===== src/rtl/traffic_ctrl_multi.sv =====
// traffic_ctrl_multi: N-phase traffic signal controller with pedestrian WALK service.
//
// Cycles ALLRED -> GREEN -> YELLOW -> ALLRED, serving one phase per GREEN. In fixed mode
// (ACTUATED=0) phases are served round-robin. In actuated mode (ACTUATED=1) idle phases
// are skipped, and the served phase rests in green until another phase requests service.
// All outputs are registered.
//
// Ports:
//   clk        system clock, rising edge
//   rst        asynchronous active-low reset
//   veh_req    per-phase level vehicle-presence sensor
//   ped_req    per-phase pedestrian button; a 1-cycle pulse is latched
//   green      per-phase green lamp
//   yellow     per-phase yellow lamp
//   red        per-phase red lamp
//   walk       per-phase WALK lamp
//   ped_wait   OR of all pending pedestrian latches
//   phase_idx  current (or last served) phase
module traffic_ctrl_multi #(
    parameter int unsigned N_PHASES = 4,
    parameter int unsigned CNT_W    = 8,
    parameter int unsigned GREEN_T  = 8,
    parameter int unsigned YELLOW_T = 3,
    parameter int unsigned ALLRED_T = 2,
    parameter int unsigned PED_T    = 5,
    parameter int unsigned ACTUATED = 0
) (
    input  logic                        clk,
    input  logic                        rst,
    input  logic [N_PHASES-1:0]         veh_req,
    input  logic [N_PHASES-1:0]         ped_req,
    output logic [N_PHASES-1:0]         green,
    output logic [N_PHASES-1:0]         yellow,
    output logic [N_PHASES-1:0]         red,
    output logic [N_PHASES-1:0]         walk,
    output logic                        ped_wait,
    output logic [$clog2(N_PHASES)-1:0] phase_idx
);

    localparam int unsigned PW        = $clog2(N_PHASES);
    localparam int unsigned GRN_PED_T = (GREEN_T > PED_T) ? GREEN_T : PED_T;

    // Timer reload values: a state lasting T cycles loads T-1.
    localparam logic [CNT_W-1:0] GREEN_LD   = CNT_W'(GREEN_T - 1);
    localparam logic [CNT_W-1:0] GRN_PED_LD = CNT_W'(GRN_PED_T - 1);
    localparam logic [CNT_W-1:0] YELLOW_LD  = CNT_W'(YELLOW_T - 1);
    localparam logic [CNT_W-1:0] ALLRED_LD  = CNT_W'(ALLRED_T - 1);
    localparam logic [CNT_W-1:0] PED_LD     = CNT_W'(PED_T - 1);

    localparam logic [PW-1:0] LAST_PH = PW'(N_PHASES - 1);

    localparam logic [1:0] S_ALLRED = 2'd0;
    localparam logic [1:0] S_GREEN  = 2'd1;
    localparam logic [1:0] S_YELLOW = 2'd2;

    logic [1:0]          state_q, state_d;
    logic [CNT_W-1:0]    timer_q, timer_d;
    logic [CNT_W-1:0]    walk_cnt_q, walk_cnt_d;
    logic [PW-1:0]       cur_q, cur_d;
    logic [N_PHASES-1:0] latch_q, latch_d;
    logic [N_PHASES-1:0] green_q, green_d;
    logic [N_PHASES-1:0] yellow_q, yellow_d;
    logic [N_PHASES-1:0] red_q, red_d;
    logic [N_PHASES-1:0] walk_q, walk_d;
    logic                ped_wait_q;

    logic [N_PHASES-1:0] req_v;
    logic [N_PHASES-1:0] cur_oh;
    logic                other_req;
    logic [PW-1:0]       rr_next;
    logic [PW-1:0]       next_ph;
    logic [PW-1:0]       scan_p;
    logic                found;

    // Next-phase selection; actuated mode scans from cur+1 and checks cur itself last.
    always_comb begin
        req_v         = veh_req | latch_q;
        cur_oh        = '0;
        cur_oh[cur_q] = 1'b1;
        other_req     = |(req_v & ~cur_oh);
        rr_next       = (cur_q == LAST_PH) ? '0 : cur_q + 1'b1;
        next_ph       = rr_next;
        found         = 1'b0;
        scan_p        = cur_q;
        if (ACTUATED != 0) begin
            for (int unsigned k = 0; k < N_PHASES; k++) begin
                scan_p = (scan_p == LAST_PH) ? '0 : scan_p + 1'b1;
                if (!found && req_v[scan_p]) begin
                    found   = 1'b1;
                    next_ph = scan_p;
                end
            end
        end
    end

    always_comb begin
        state_d    = state_q;
        timer_d    = timer_q;
        walk_cnt_d = walk_cnt_q;
        cur_d      = cur_q;
        green_d    = green_q;
        yellow_d   = yellow_q;
        red_d      = red_q;
        walk_d     = walk_q;
        latch_d    = latch_q | ped_req;

        if (|walk_q) begin
            if (walk_cnt_q == '0) begin
                walk_d = '0;
            end else begin
                walk_cnt_d = walk_cnt_q - 1'b1;
            end
        end

        case (state_q)
            S_ALLRED: begin
                if (timer_q == '0) begin
                    state_d          = S_GREEN;
                    cur_d            = next_ph;
                    green_d          = '0;
                    green_d[next_ph] = 1'b1;
                    red_d            = '1;
                    red_d[next_ph]   = 1'b0;
                    walk_d           = '0;
                    if (latch_q[next_ph]) begin
                        // Clearing here discards a ped_req arriving on this same edge.
                        latch_d[next_ph] = 1'b0;
                        walk_d[next_ph]  = 1'b1;
                        walk_cnt_d       = PED_LD;
                        timer_d          = GRN_PED_LD;
                    end else begin
                        timer_d = GREEN_LD;
                    end
                end else begin
                    timer_d = timer_q - 1'b1;
                end
            end
            S_GREEN: begin
                if (timer_q != '0) begin
                    timer_d = timer_q - 1'b1;
                end else if ((ACTUATED == 0) || other_req) begin
                    state_d  = S_YELLOW;
                    yellow_d = green_q;
                    green_d  = '0;
                    walk_d   = '0;
                    timer_d  = YELLOW_LD;
                end else if (latch_q[cur_q]) begin
                    // Resting phase serves its own pedestrian: the timer reload pins
                    // green until the restarted walk has finished.
                    latch_d[cur_q] = 1'b0;
                    walk_d         = cur_oh;
                    walk_cnt_d     = PED_LD;
                    timer_d        = PED_LD;
                end
            end
            S_YELLOW: begin
                if (timer_q == '0) begin
                    state_d  = S_ALLRED;
                    yellow_d = '0;
                    red_d    = '1;
                    timer_d  = ALLRED_LD;
                end else begin
                    timer_d = timer_q - 1'b1;
                end
            end
            default: begin
                state_d  = S_ALLRED;
                green_d  = '0;
                yellow_d = '0;
                red_d    = '1;
                walk_d   = '0;
                timer_d  = ALLRED_LD;
            end
        endcase
    end

    always_ff @(posedge clk or negedge rst) begin
        if (!rst) begin
            state_q    <= S_ALLRED;
            timer_q    <= ALLRED_LD;
            walk_cnt_q <= '0;
            cur_q      <= LAST_PH;
            latch_q    <= '0;
            green_q    <= '0;
            yellow_q   <= '0;
            red_q      <= '1;
            walk_q     <= '0;
            ped_wait_q <= 1'b0;
        end else begin
            state_q    <= state_d;
            timer_q    <= timer_d;
            walk_cnt_q <= walk_cnt_d;
            cur_q      <= cur_d;
            latch_q    <= latch_d;
            green_q    <= green_d;
            yellow_q   <= yellow_d;
            red_q      <= red_d;
            walk_q     <= walk_d;
            ped_wait_q <= |latch_d;
        end
    end

    assign green     = green_q;
    assign yellow    = yellow_q;
    assign red       = red_q;
    assign walk      = walk_q;
    assign ped_wait  = ped_wait_q;
    assign phase_idx = cur_q;

endmodule


===== config.mk =====
export PLATFORM = sky130hd
export DESIGN_NAME = traffic_ctrl_multi
export DESIGN_NICKNAME = d
export VERILOG_FILES = /design/src/rtl/traffic_ctrl_multi.sv
export SDC_FILE = /design/constraint.sdc
export NUM_CORES = 1
export LEC_CHECK = 0
export CAP_MARGIN = 20
export CORE_ASPECT_RATIO = 0.75
export CORE_MARGIN = 5
export CORE_UTILIZATION = 25
export DETAILED_ROUTE_END_ITERATION = 16
export GPL_TIMING_DRIVEN = 0
export SYNTH_ARGS = -nofsm -noshare
export SYNTH_HDL_FRONTEND = slang
export SYNTH_SLANG_ARGS = --single-unit

===== constraint.sdc =====
create_clock -name clk -period 5.65 [get_ports clk]
set_input_delay 1.13 -clock clk [delete_from_list [all_inputs] [get_ports clk]]
set_output_delay 1.13 -clock clk [all_outputs]
set_load 0.05 [all_outputs]

==> flow_summary.json <==
{
  "status": "complete, no violations",
  "syn_avg_cell_area_um2": 10.8,
  "yosysSeqAreaShare_pct": 51.7,
  "finClkSkew_ps": 12.5,
  "path_class": "flip-flop to output port",
  "synth-edff-count": 0,
  "finalHoldViolCount": 0,
  "crit_slowest_cell": "clkdlybuf4s50_1",
  "synthCells": 185,
  "viasPerCell": 4.61,
  "cts_setup_buffers": 0,
  "clockBufferDepth": 2,
  "htreeDepth": 2,
  "design.die.area_um2": 9910,
  "async_reset_ff_share_pct": 100,
  "worst_slew_pin_slew_ps": 769,
  "ys_ff_latch": 41,
  "yosysMostFrequentCell": "dfrtp_1",
  "hp-start": "yellow[0]$_DFFE_PN0P_",
  "vdd_ir_drop_max_mv": 0.111,
  "io_pins": 29,
  "critical_path_required_ps": 4520,
  "slew_violations": 0,
  "p_sw_share_pct": 19.7,
  "worstReg2RegStart": "timer_q[0]$_DFF_PN1_",
  "synth_fp_nets": 204,
  "period_needed_ps": 2850,
  "synth.area.top_cells": "dfrtp_1, dfstp_2, ha_1, nor2_1, xnor2_1",
  "clkPwrFrac_pct": 44.7,
  "hold_buffers": 0,
  "final_nets": 236,
  "cts_tree": "done",
  "cts.clk_slew.worst_paths_ps": 80,
  "relSlewSlack_pct": 48.1,
  "p_int_w": 0.000441,
  "core_area_um2": 7850,
  "ys.flop_type": "dfrtp_1",
  "drt_iter0_markers": 65,
  "synth.largest_area_cell": "dfrtp_1",
  "gp_congestion": 0.770,
  "cp_num_buf_inv": 1,
  "io_buffers": 24,
  "dp_slack_ps": 3130,
  "yosysTopAreaCellShare_pct": 42.5,
  "critPathLaunchType": "flip-flop",
  "drv_cap": 0,
  "leakagePower_nw": 1.04,
  "crit_chain": "clkdlybuf4s50_1",
  "synth_cell_type_count": 40,
  "rsz0062_at_grt": "no",
  "synthTopCellsByCount": "dfrtp_1, nor2_1, a21oi_1, nand2_1, ha_1",
  "cts_resized": 0,
  "grt.overflow.total": 0,
  "hold_path.class": "flip-flop to flip-flop",
  "layout_worst_path_cycle_share_pct": 50.4,
  "power_switching_w": 0.000108,
  "path_max_fanout": 7,
  "crit_family": "buffers and inverters",
  "fin_ws_ps": 2800,
  "route.antenna.remaining_nets": 0,
  "row_count": 28,
  "critPathMaxStageDelay_ps": 830,
  "routedWlPerCell_um": 13.4,
  "grt_usage_pct": 9.42,
  "crit_start": "phase_idx[0]$_DFFE_PN1P_",
  "power_frac_seq_pct": 53.4,
  "synth_warnings": 0,
  "grt_pass1_wl_um": 7490,
  "place_area_um2": 2390,
  "setup_viol_count_final": 0,
  "dr.pass1.iters": 4,
  "syn_area_um2": 2000,
  "drive_gt1_share_pct": 12.4,
  "grt_pass1_vias": 1526,
  "fmax_ghz": 0.351,
  "drt_wl_total_um": 4330,
  "start_util_pct": 25.5,
  "die_w_um": 113,
  "antenna_found_initial": 0,
  "dpl.hpwl_um": 3160,
  "n_antenna_cell": 0,
  "crit_arrival_ps": 1720,
  "grt_start_max_net_pins": 39,
  "clock_sinks": 41,
  "syn_to_final_growth_pct": 25.3,
  "tns_ps": 0,
  "ctsRootBufferMaster": "clkbuf_8",
  "clk_latency_ps": 290,
  "finish.utilization_pct": 32.0,
  "cts_made_buffers": 5,
  "stdcell_area_um2": 2510,
  "vias": 1488,
  "comb_power_share_pct": 1.9,
  "whs_ps": 504,
  "die_h_um": 87.5,
  "drc": 0,
  "p_per_area_nw_per_um2": 219,
  "cp-end-kind": "output port"
}
per-stage QoR:
step	power (W)	std cells
global placement	0.000309	314
detailed placement	0.000310	315
global route	0.000573	323
floorplan	0.000299	185
finish	0.000549	323
CTS	0.000559	323
final cells by class:
class	instances	area (um^2)
Clock buffer	6	82.6
Tap cell	105	131
Timing Repair Buffer	25	255
Clock inverter	2	37.5
Fill cell	813	5340
Multi-Input combinational cell	130	897
Sequential cell	41	1030
Inverter	8	30.0
Buffer	6	38.8
registers in the layout, indices dropped and copies added, names as in the netlist:
register	flops
green	4
latch_q	4
ped_wait	1
phase_idx	2
red	4
state_q	2
timer_q	8
walk	4
walk_cnt_q	8
yellow	4
per-layer routing:
metal	track usage [%]	up-vias	share of wire (%)
li1	-	738	-
met1	13.4	728	52
met2	13.9	19	44
met3	2.64	3	3.0
met4	2.84	0	0.69
met5	0	-	0
cells by family (layout without fill, tap and decap cells):
family | Yosys count | after routing | synth area share [%]
flip-flops | 41 | 41 | 51.7
adder cells (fa/ha/maj) | 9 | 9 | 5.63
AO/OA/AOI/OAI | 46 | 46 | 16.4
AND/OR/NAND/NOR | 58 | 58 | 14.9
XOR/XNOR | 12 | 12 | 5.25
multiplexers | 5 | 5 | 2.69
buffers and inverters | 14 | 47 | 3.44
final timing paths:
check | to | slack, ps | cells after the start
min | yellow[0]$_DFFE_PN0P_ | 500 | 1
min in group asynchronous | walk_cnt_q[7]$_DFF_PN0_ | 640 | 1
max reg2reg | yellow[2]$_DFFE_PN0P_ | 3380 | 6
max in group asynchronous | phase_idx[1]$_DFFE_PN1P_ | 4540 | 2
min reg2reg | yellow[0]$_DFFE_PN0P_ | 500 | 1
max | phase_idx[0] | 2800 | 1
cells in the final DEF, fill, tap and decap left out, types with 4 or more instances in the layout:
cell and count:
xor2_1 5, a32o_1 4, nand2_1 11, ha_1 9
inv_1 8, a22o_1 4, clkdlybuf4s50_1 23, nor3_1 5
dfstp_2 7, nor2_1 24, clkbuf_8 6, xnor2_1 7
a22oi_1 5, a21oi_1 11, o21ai_0 5, dfrtp_1 34
a31oi_1 5
power groups by stage:
| stage | Sequential, W | Combinational (W) | Clock (W) |
|---|---|---|---|
| 6_report | 0.000293 | 0.0000102 | 0.000246 |
| 3_3_place_gp | 0.000299 | 0.00000956 | 0 |
| 5_1_grt | 0.000293 | 0.0000120 | 0.000267 |
| 4_1_cts | 0.000293 | 0.0000109 | 0.000254 |
| 2_1_floorplan | 0.000299 | 0.0000000434 | 0 |
| 3_5_place_dp | 0.000299 | 0.0000110 | 0 |
No activity file was read; power rests on OpenSTA's default activity.
